<file path="src/rtl/fire_expand1_scheduler_if.sv">
// Handshake/control bundle between the fire4/fire5 expand-1x1 scheduler and
// the shared MAC datapath / output RAM.
//   master : scheduler side (drives enables, rom_addr, strobes, status)
//   slave  : datapath/RAM side (drives start, ifm_valid, RAM acknowledges)
// Widths: ADDR_W = weight ROM address width, PIX_W = pixel index width.
interface fire_expand1_scheduler_if #(
  parameter int ADDR_W = 5,
  parameter int PIX_W  = 10
);
  logic              start;
  logic              ifm_valid;
  logic              ifm_ready;
  logic              ram_ack_4;
  logic              ram_ack_5;
  logic              fire4_expand_1_en;
  logic              fire5_expand_1_en;
  logic [ADDR_W-1:0] rom_addr;
  logic              mac_clr;
  logic              ofm_sample;
  logic [PIX_W-1:0]  pixel_idx;
  logic              busy;
  logic              done;

  modport master (
    input  start, ifm_valid, ram_ack_4, ram_ack_5,
    output ifm_ready, fire4_expand_1_en, fire5_expand_1_en, rom_addr,
           mac_clr, ofm_sample, pixel_idx, busy, done
  );

  modport slave (
    output start, ifm_valid, ram_ack_4, ram_ack_5,
    input  ifm_ready, fire4_expand_1_en, fire5_expand_1_en, rom_addr,
           mac_clr, ofm_sample, pixel_idx, busy, done
  );
endinterface

</file>
<file path="src/rtl/fire_expand1_scheduler.sv">
// Sequencer for the shared fire4/fire5 expand-1x1 MAC array. One start runs
// fire4 then fire5: steps the weight ROM address per consumed ifm word, inserts
// a one-cycle MAC clear/bias slot at the end of each output pixel, drains the
// pipeline, then waits for the output RAM writeback acknowledge of the layer.
// Ports:
//   clk  : clock
//   rst  : synchronous active-high reset
//   bus  : control bundle (master side), all outputs registered
//
// state  | meaning
// IDLE   | waiting for start
// RUN4   | accumulating fire4 pixels (ACC beats + CLR slot per pixel)
// DRAIN4 | PIPE_LAT cycles for the last fire4 ofm word to settle
// WAIT4  | waiting for fire4 writeback acknowledge
// RUN5   | accumulating fire5 pixels
// DRAIN5 | pipeline drain after fire5
// WAIT5  | waiting for fire5 writeback acknowledge
// DONE   | one-cycle completion pulse
module fire_expand1_scheduler #(
  parameter int WOUT       = 32,
  parameter int CHIN       = 32,
  parameter int KERNEL_DIM = 1,
  parameter int PIPE_LAT   = 2
) (
  input  logic clk,
  input  logic rst,
  fire_expand1_scheduler_if.master bus
);
  localparam int N      = KERNEL_DIM * KERNEL_DIM * CHIN;
  localparam int NPIX   = WOUT * WOUT;
  localparam int ADDR_W = (N > 1) ? $clog2(N) : 1;
  localparam int PIX_W  = (NPIX > 1) ? $clog2(NPIX) : 1;
  localparam int DRN_W  = (PIPE_LAT > 1) ? $clog2(PIPE_LAT) : 1;

  localparam logic [ADDR_W-1:0] K_LAST   = ADDR_W'(N - 1);
  localparam logic [PIX_W-1:0]  PIX_LAST = PIX_W'(NPIX - 1);
  localparam logic [DRN_W-1:0]  DRN_LOAD = DRN_W'(PIPE_LAT - 1);

  typedef enum logic [2:0] {
    S_IDLE, S_RUN4, S_DRAIN4, S_WAIT4, S_RUN5, S_DRAIN5, S_WAIT5, S_DONE
  } state_t;

  state_t            state_q, state_d;
  logic [ADDR_W-1:0] k_q, k_d;
  logic [PIX_W-1:0]  pix_q, pix_d;
  logic [DRN_W-1:0]  drn_q, drn_d;
  logic              clr_q, clr_d;
  logic              ofm_q, ofm_d;
  logic              rdy_q, rdy_d;
  logic              ack4_q, ack4_d;
  logic              ack5_q, ack5_d;
  logic              en4_q, en4_d;
  logic              en5_q, en5_d;
  logic              busy_q, busy_d;
  logic              done_q, done_d;

  always_comb begin
    state_d = state_q;
    k_d     = k_q;
    pix_d   = pix_q;
    drn_d   = drn_q;
    clr_d   = 1'b0;
    rdy_d   = 1'b0;
    ofm_d   = clr_q;
    ack4_d  = ack4_q;
    ack5_d  = ack5_q;

    // Acks are captured first so that the per-layer clear below, applied on
    // entry to a RUN state, takes priority over a same-cycle acknowledge.
    if (state_q != S_IDLE) begin
      if (bus.ram_ack_4) ack4_d = 1'b1;
      if (bus.ram_ack_5) ack5_d = 1'b1;
    end

    unique case (state_q)
      S_IDLE: begin
        if (bus.start) begin
          state_d = S_RUN4;
          k_d     = '0;
          pix_d   = '0;
          rdy_d   = 1'b1;
          ack4_d  = 1'b0;
        end
      end
      S_RUN4, S_RUN5: begin
        if (clr_q) begin
          // CLR slot is ending: finish the layer or move to the next pixel.
          if (pix_q == PIX_LAST) begin
            state_d = (state_q == S_RUN4) ? S_DRAIN4 : S_DRAIN5;
            drn_d   = DRN_LOAD;
          end else begin
            pix_d = pix_q + PIX_W'(1);
            rdy_d = 1'b1;
          end
        end else if (bus.ifm_valid) begin
          if (k_q == K_LAST) begin
            k_d   = '0;
            clr_d = 1'b1;
          end else begin
            k_d   = k_q + ADDR_W'(1);
            rdy_d = 1'b1;
          end
        end else begin
          rdy_d = 1'b1;
        end
      end
      S_DRAIN4, S_DRAIN5: begin
        if (drn_q == '0) begin
          state_d = (state_q == S_DRAIN4) ? S_WAIT4 : S_WAIT5;
        end else begin
          drn_d = drn_q - DRN_W'(1);
        end
      end
      S_WAIT4: begin
        if (ack4_q || bus.ram_ack_4) begin
          state_d = S_RUN5;
          k_d     = '0;
          pix_d   = '0;
          rdy_d   = 1'b1;
          ack5_d  = 1'b0;
        end
      end
      S_WAIT5: begin
        if (ack5_q || bus.ram_ack_5) state_d = S_DONE;
      end
      S_DONE: begin
        state_d = S_IDLE;
      end
      default: begin
        state_d = S_IDLE;
      end
    endcase

    // Status outputs are decoded from the next state so they register
    // alongside it.
    en4_d  = (state_d == S_RUN4) || (state_d == S_DRAIN4) || (state_d == S_WAIT4);
    en5_d  = (state_d == S_RUN5) || (state_d == S_DRAIN5) || (state_d == S_WAIT5);
    busy_d = (state_d != S_IDLE);
    done_d = (state_d == S_DONE);
  end

  always_ff @(posedge clk) begin
    if (rst) begin
      state_q <= S_IDLE;
      k_q     <= '0;
      pix_q   <= '0;
      drn_q   <= '0;
      clr_q   <= 1'b0;
      ofm_q   <= 1'b0;
      rdy_q   <= 1'b0;
      ack4_q  <= 1'b0;
      ack5_q  <= 1'b0;
      en4_q   <= 1'b0;
      en5_q   <= 1'b0;
      busy_q  <= 1'b0;
      done_q  <= 1'b0;
    end else begin
      state_q <= state_d;
      k_q     <= k_d;
      pix_q   <= pix_d;
      drn_q   <= drn_d;
      clr_q   <= clr_d;
      ofm_q   <= ofm_d;
      rdy_q   <= rdy_d;
      ack4_q  <= ack4_d;
      ack5_q  <= ack5_d;
      en4_q   <= en4_d;
      en5_q   <= en5_d;
      busy_q  <= busy_d;
      done_q  <= done_d;
    end
  end

  assign bus.ifm_ready         = rdy_q;
  assign bus.fire4_expand_1_en = en4_q;
  assign bus.fire5_expand_1_en = en5_q;
  assign bus.rom_addr          = k_q;
  assign bus.mac_clr           = clr_q;
  assign bus.ofm_sample        = ofm_q;
  assign bus.pixel_idx         = pix_q;
  assign bus.busy              = busy_q;
  assign bus.done              = done_q;
endmodule

</file>
<file path="src/flat_wrapper.sv">
// flat-port wrapper written by rule: the top's interface ports become plain ports
module fire_expand1_scheduler_flat 
#(
  parameter int WOUT       = 32,
  parameter int CHIN       = 32,
  parameter int KERNEL_DIM = 1,
  parameter int PIPE_LAT   = 2
)
  (clk, rst, bus_start, bus_ifm_valid, bus_ram_ack_4, bus_ram_ack_5, bus_ifm_ready, bus_fire4_expand_1_en, bus_fire5_expand_1_en, bus_rom_addr, bus_mac_clr, bus_ofm_sample, bus_pixel_idx, bus_busy, bus_done);
  fire_expand1_scheduler_if bus_i ();
  input  logic clk;
  input  logic rst;
  input wire logic [$bits(bus_i.start)-1:0] bus_start;
  input wire logic [$bits(bus_i.ifm_valid)-1:0] bus_ifm_valid;
  input wire logic [$bits(bus_i.ram_ack_4)-1:0] bus_ram_ack_4;
  input wire logic [$bits(bus_i.ram_ack_5)-1:0] bus_ram_ack_5;
  output wire logic [$bits(bus_i.ifm_ready)-1:0] bus_ifm_ready;
  output wire logic [$bits(bus_i.fire4_expand_1_en)-1:0] bus_fire4_expand_1_en;
  output wire logic [$bits(bus_i.fire5_expand_1_en)-1:0] bus_fire5_expand_1_en;
  output wire logic [$bits(bus_i.rom_addr)-1:0] bus_rom_addr;
  output wire logic [$bits(bus_i.mac_clr)-1:0] bus_mac_clr;
  output wire logic [$bits(bus_i.ofm_sample)-1:0] bus_ofm_sample;
  output wire logic [$bits(bus_i.pixel_idx)-1:0] bus_pixel_idx;
  output wire logic [$bits(bus_i.busy)-1:0] bus_busy;
  output wire logic [$bits(bus_i.done)-1:0] bus_done;
  assign bus_i.start = bus_start;
  assign bus_i.ifm_valid = bus_ifm_valid;
  assign bus_i.ram_ack_4 = bus_ram_ack_4;
  assign bus_i.ram_ack_5 = bus_ram_ack_5;
  assign bus_ifm_ready = bus_i.ifm_ready;
  assign bus_fire4_expand_1_en = bus_i.fire4_expand_1_en;
  assign bus_fire5_expand_1_en = bus_i.fire5_expand_1_en;
  assign bus_rom_addr = bus_i.rom_addr;
  assign bus_mac_clr = bus_i.mac_clr;
  assign bus_ofm_sample = bus_i.ofm_sample;
  assign bus_pixel_idx = bus_i.pixel_idx;
  assign bus_busy = bus_i.busy;
  assign bus_done = bus_i.done;
  fire_expand1_scheduler #(.WOUT(WOUT), .CHIN(CHIN), .KERNEL_DIM(KERNEL_DIM), .PIPE_LAT(PIPE_LAT)) u_core (.clk(clk), .rst(rst), .bus(bus_i));
endmodule
</file>
<file path="config.mk">
export PLATFORM = sky130hd
export DESIGN_NAME = fire_expand1_scheduler_flat
export DESIGN_NICKNAME = d
export VERILOG_FILES = /design/src/rtl/fire_expand1_scheduler_if.sv /design/src/rtl/fire_expand1_scheduler.sv /design/src/flat_wrapper.sv
export SDC_FILE = /design/constraint.sdc
export NUM_CORES = 1
export LEC_CHECK = 0
export ABC_AREA = 0
export BUFFER_PORTS_ARGS = -buffer_cell sky130_fd_sc_hd__buf_2
export CAP_MARGIN = 5
export CELL_PAD_IN_SITES_DETAIL_PLACEMENT = 1
export CELL_PAD_IN_SITES_GLOBAL_PLACEMENT = 1
export CORE_MARGIN = 3
export CORE_UTILIZATION = 33
export CTS_CLUSTER_SIZE = 10
export DETAILED_ROUTE_END_ITERATION = 6
export PLACE_DENSITY = 0.69
export RECOVER_POWER = 100
export SYNTH_ARGS = -nofsm -noshare
export SYNTH_HDL_FRONTEND = slang
export SYNTH_SLANG_ARGS = --single-unit
</file>
<file path="constraint.sdc">
create_clock -name clk -period 2.2 [get_ports clk]
set_input_delay 0.11 -clock clk [delete_from_list [all_inputs] [get_ports clk]]
set_output_delay 0.11 -clock clk [all_outputs]
set_load 0.005 [all_outputs]
</file>
# [Word-level counts from Yosys, hierarchy flattened]
# Index checks and enable logic that the tools add are counted.
[totals] register_bits=28 in_bits=6 output_inout_bits=22
[op_classes] n_addsub=3 n_eq_ne=23 mux=40 n_bitwise=2 reduce_logical=17
[ops] op="10-bit two-way mux" n=4
[ops] op="10-bit one-hot mux with 3 select lines" n=1
[ops] op="5-bit two-way mux" n=5
[ops] op="3-bit equality test (second input constant)" n=8
[ops] op="3-bit two-way mux" n=8
[ops] op="1-bit two-way mux" n=18
[ops] op="3-bit one-hot mux with 6 select lines" n=1
[ops] op="5-bit one-hot mux with 3 select lines" n=1
[ops] op="3-bit by 2-bit equality test with 1-bit output (second input constant)" n=4
[ops] op="10-bit by 1-bit adder with 10-bit output (second input constant)" n=1
[ops] op="10-bit equality test (second input constant)" n=1
[ops] op="5-bit AND reduction" n=2
[ops] op="3-bit nonzero test" n=3
[ops] op="2-bit inequality test (second input constant)" n=4
[ops] op="3-bit by 1-bit equality test with 1-bit output (second input constant)" n=2
[ops] op="1-bit logical OR" n=6
[ops] op="2-bit by 1-bit inequality test with 1-bit output (second input constant)" n=3
[ops] op="5-bit by 1-bit adder with 5-bit output (second input constant)" n=1
[ops] op="5-bit equality test (second input constant)" n=1
[ops] op="2-bit OR reduction" n=2
[ops] op="4-bit OR reduction" n=1
[ops] op="3-bit zero test" n=1
[ops] op="1-bit one-hot mux with 3 select lines" n=1
[ops] op="3-bit AND reduction" n=1
[ops] op="4 further kinds" n=5

# [Depth between registers and ports, before layout]
[logic_depth] ltp_word=8 mapped_depth=7 mapped_depth_nobuf=6

# [Least setup slack after synthesis]
# Ideal clock, no wire load.
[synth_path] path_type="reg2reg" startpoint="reg u_core.pix_q[0], in the netlist u_core.bus.pixel_idx[0]" endpoint="reg u_core.pix_q[5], in the netlist u_core.bus.pixel_idx[5]" setup_time_ps=59 arrival_time_ps=1733 setup_slack_ps=408 stages_incl_launch_ff=7 path_buffers=0 path_cell_list="dfxtp_1 -> ha_1 -> and4_1 -> a31oi_2 -> o211ai_2 -> or4_1 -> nand2_1"
[synth_via] elab_chain_len=4
[synth_rtl] element="start, declared" line="fire_expand1_scheduler.sv:45" text="logic [PIX_W-1:0] pix_q, pix_d;"
[synth_rtl] element="start signal, assigned" line="fire_expand1_scheduler.sv:160" text="pix_q <= pix_d;"
[synth_rtl] element="10-bit by 1-bit adder with 10-bit output" line="fire_expand1_scheduler.sv:92" text="pix_d = pix_q + PIX_W'(1);"
[synth_rtl] element="10-bit two-way mux" line="fire_expand1_scheduler.sv:88" text="if (pix_q == PIX_LAST) begin"
[synth_rtl] element="10-bit two-way mux" line="fire_expand1_scheduler.sv:86" text="if (clr_q) begin"
[synth_rtl] element="10-bit one-hot mux with 3 select lines" line="fire_expand1_scheduler.sv:75" text="unique case (state_q)"
# Parallel ways exist; a longest one is shown, timed or not. The select of a mux whose other input is x is not followed.
# A chain may end at the register's enable or synchronous reset.

# [Worst setup path after layout]
# Ends and elaborated chain as after synthesis.

==> results by group <==
Layout
  – Layout Nets: between 150 and 200
  – Cell area after layout: 0.00159 sq mm
  – Finished Core Util: 41.2%
  – Share of layout cells above drive strength 1: 15.3%
  – Layout Cells excl Fill: 231
  – # diodes: 0
  – Fillers: 478
  – Layout area overhead: 14.8%
  – Most frequent cells in the layout: 28 x dfxtp_1, 18 x buf_2, 17 x nor2_1
  – Commonest non-fill, non-tap cell in the layout: dfxtp_1

STA
  – Worst Skew: 0.00370 ns
  – Worst Max-Slew Pin Slew: 0.423 ns
  – Setup tns final: 0 ns
  – Tcrit/Tclk final: 90.9%
  – Hold Slack: 0.144 ns
  – RSZ-0062 raised after global routing: false
  – Final setup viols: 0
  – Hold Vio Cnt, Final: 0
  – Final worst slack: 0.200 ns
  – Final-report max-slew violation count: 0
  – Fmax: 500 MHz
  – Worst slew margin relative to its limit: 71.1%
  – Final min period: 2.00 ns

Outcome
  – Outcome: finished clean

Logic synthesis
  – Register area share after synthesis: just over 40%
  – Async SR Flop Fraction: 0%
  – Synth Area per Inst: 8.81 sq um
  – Yosys warns: 0
  – Mapped Nets: 166
  – Top_reg_cell synth: dfxtp_1
  – Syn Std Cell Area: 0.00138 sq mm
  – Syn Inst Count: 157
  – Post-synth EDFFs: 0
  – Synthesized flop and latch total: 28
  – Netlist cell types: 47

Place
  – Placer Congestion: 0.810
  – Pre-CTS WS: 0.226 ns
  – Area after DPL: 0.00155 sq mm
  – Cell total after placement: around 230
  – DP Wirelength: about 2700 um
  – I/O Buffers: 27

Clock tree
  – Post-CTS Hold Buffers: 0
  – Total CTS buffers: 3
  – Sink Count: 28
  – Worst skew pair latency: 0.27 ns
  – Clock Path Buffers: 2
  – CTS resizes: 0
  – H-Tree Depth: 1
  – Post-CTS setup buffers: 0
  – Root buffer cell: clkbuf_8
  – CTS tree: built
  – CTS clk-pin slew, worst paths: 0.10 ns

Setup path
  – CP required: between 2 and 2.5 ns
  – Setup CP Type: reg2reg
  – Arrival @ worst endpoint: 2.22 ns
  – Worst-path fanout max: 6
  – Crit start category: flop
  – Endpoint type of the worst setup path: flop

Power
  – Sequential power share: a little under three fifths
  – Total power draw: 0.936 mW
  – Internal: 0.712 mW
  – Switch share: 23.9%
  – Switching power: 0.224 mW
  – Gate power share: a little under a tenth
  – PD cells: 590 mW/mm^2
  – Worst vdd ir: between 0.0002 and 0.00025 V
  – LEAKAGE: 0.655 nW
  – Clock network power share: ~34%

GRT
  – Global Route Usage Sum: 14.6%
  – Antenna violations before repair: 0
  – Vias in the first global route: 1260
  – Gr ovfl total: 0
  – First-pass GRT wire length: 6150 um
  – Largest net degree at the start of global routing: 16

Die
  – Die H: 70.7 um
  – Initial Utilization: 35.9%
  – Cell Rows: 22
  – Core area: 0.00385 sq mm
  – IO Pins: 28
  – Die ar.: about 0.005 sq mm
  – DIE WIDTH: just over 70 um

Min path
  – HP Class: in2reg

Detailed routing
  – 1st-iter DRT viols: 83
  – Routed len/inst: 15.0 um
  – Routed WL: 3470 um
  – Vias/cell: 5.48
  – Pre-antenna DRT Iters: 4
  – Final ANT Viol Nets: 0
  – DRC viols: 0
  – Vias: 1265

Flow run
  – MaxCap Viol Count: 0
registers in the layout, indices dropped and copies added (netlist names):
name / flops
u_core.bus.fire5_expand_1_en: 1
u_core.bus.mac_clr: 1
u_core.drn_q: 1
u_core.ack4_q: 1
u_core.bus.pixel_idx: 10
u_core.bus.done: 1
u_core.bus.busy: 1
u_core.ack5_q: 1
u_core.bus.ifm_ready: 1
u_core.bus.rom_addr: 5
u_core.bus.fire4_expand_1_en: 1
u_core.bus.ofm_sample: 1
u_core.state_q: 3
cell type report:
| class | instances | area [sq um] | share of cell area [%] |
|---|---|---|---|
| Clock buffer | 4 | 55.1 | 3.47 |
| Inverter | 6 | 22.5 | 1.42 |
| Multi-Input combinational cell | 115 | 746 | 47.0 |
| Sequential cell | 28 | 561 | 35.3 |
| Tap cell | 48 | 60.1 | 3.79 |
| Timing Repair Buffer | 30 | 143 | 8.99 |
worst max-delay path, stage by stage (launching register included):
cell      delay, ns
dfxtp_1        0.36
ha_1           0.24
and4_1         0.24
a31oi_2        0.35
o211ai_2       0.17
or4_1          0.50
nand2_1        0.08
synth_stat cells (2+ instances only):
cell type   n  area, sq um
nand2_1     8         30.0
dfxtp_1    28          561
a211oi_1    2         15.0
nor2b_1     2         12.5
a31oi_1     3         18.8
inv_1       6         22.5
and4_1      3         26.3
o21ai_0     5         25.0
buf_2       4         20.0
and3_1      5         31.3
or3_1       6         37.5
a2111oi_0   2         17.5
or3b_1      2         17.5
xor2_1      6         52.6
or4_1       2         15.0
ha_1        3         37.5
nand3_1     2         10.0
mux2i_1     2         20.0
and4b_1     2         20.0
nor3_1      4         20.0
o211ai_1    5         37.5
nor2_1     17         63.8
a21oi_1     9         45.0
nand4_1     5         31.3
clkbuf_1    2         7.51
per-layer routing:
metal	wire length (um)	vias up	GRT usage (%)	part of all wire (%)
met3	105	2	2.70	3.0
li1	-	633	-	-
met5	0	-	0	0
met1	1680	613	19.6	48
met2	1660	17	24.6	48
met4	19	0	3.13	0.55
cell families after synthesis:
kind of cell,Yosys count,synth area share [%]
XOR/XNOR,7,4.43
adder cells (fa/ha/maj),3,2.72
AND/OR/NAND/NOR,63,25.1
multiplexers,2,1.45
flip-flops,28,40.5
AO/OA/AOI/OAI,40,20.8
buffers and inverters,14,4.98
power groups by stage:
stage	Combinational (mW)	Sequential [mW]	Clock (mW)
2_1_floorplan	0.0669	0.537	0
3_3_place_gp	0.0881	0.540	0
3_5_place_dp	0.0908	0.540	0
4_1_cts	0.0915	0.529	0.335
5_1_grt	0.0983	0.531	0.354
6_report	0.0866	0.528	0.321
worst paths after layout:
path | to | slack [ns] | startpoint | cells after the start
worst max-delay path | u_core.bus.pixel_idx[5] | 0.20 | u_core.bus.pixel_idx[0] | 6
worst min-delay path | u_core.ack4_q | 0.14 | bus_ram_ack_4 | 3
worst max register to register | u_core.bus.pixel_idx[5] | 0.20 | u_core.bus.pixel_idx[0] | 6
worst min register to register | u_core.bus.pixel_idx[9] | 0.52 | u_core.bus.pixel_idx[9] | 2
No activity file was read; power rests on OpenSTA's default activity.
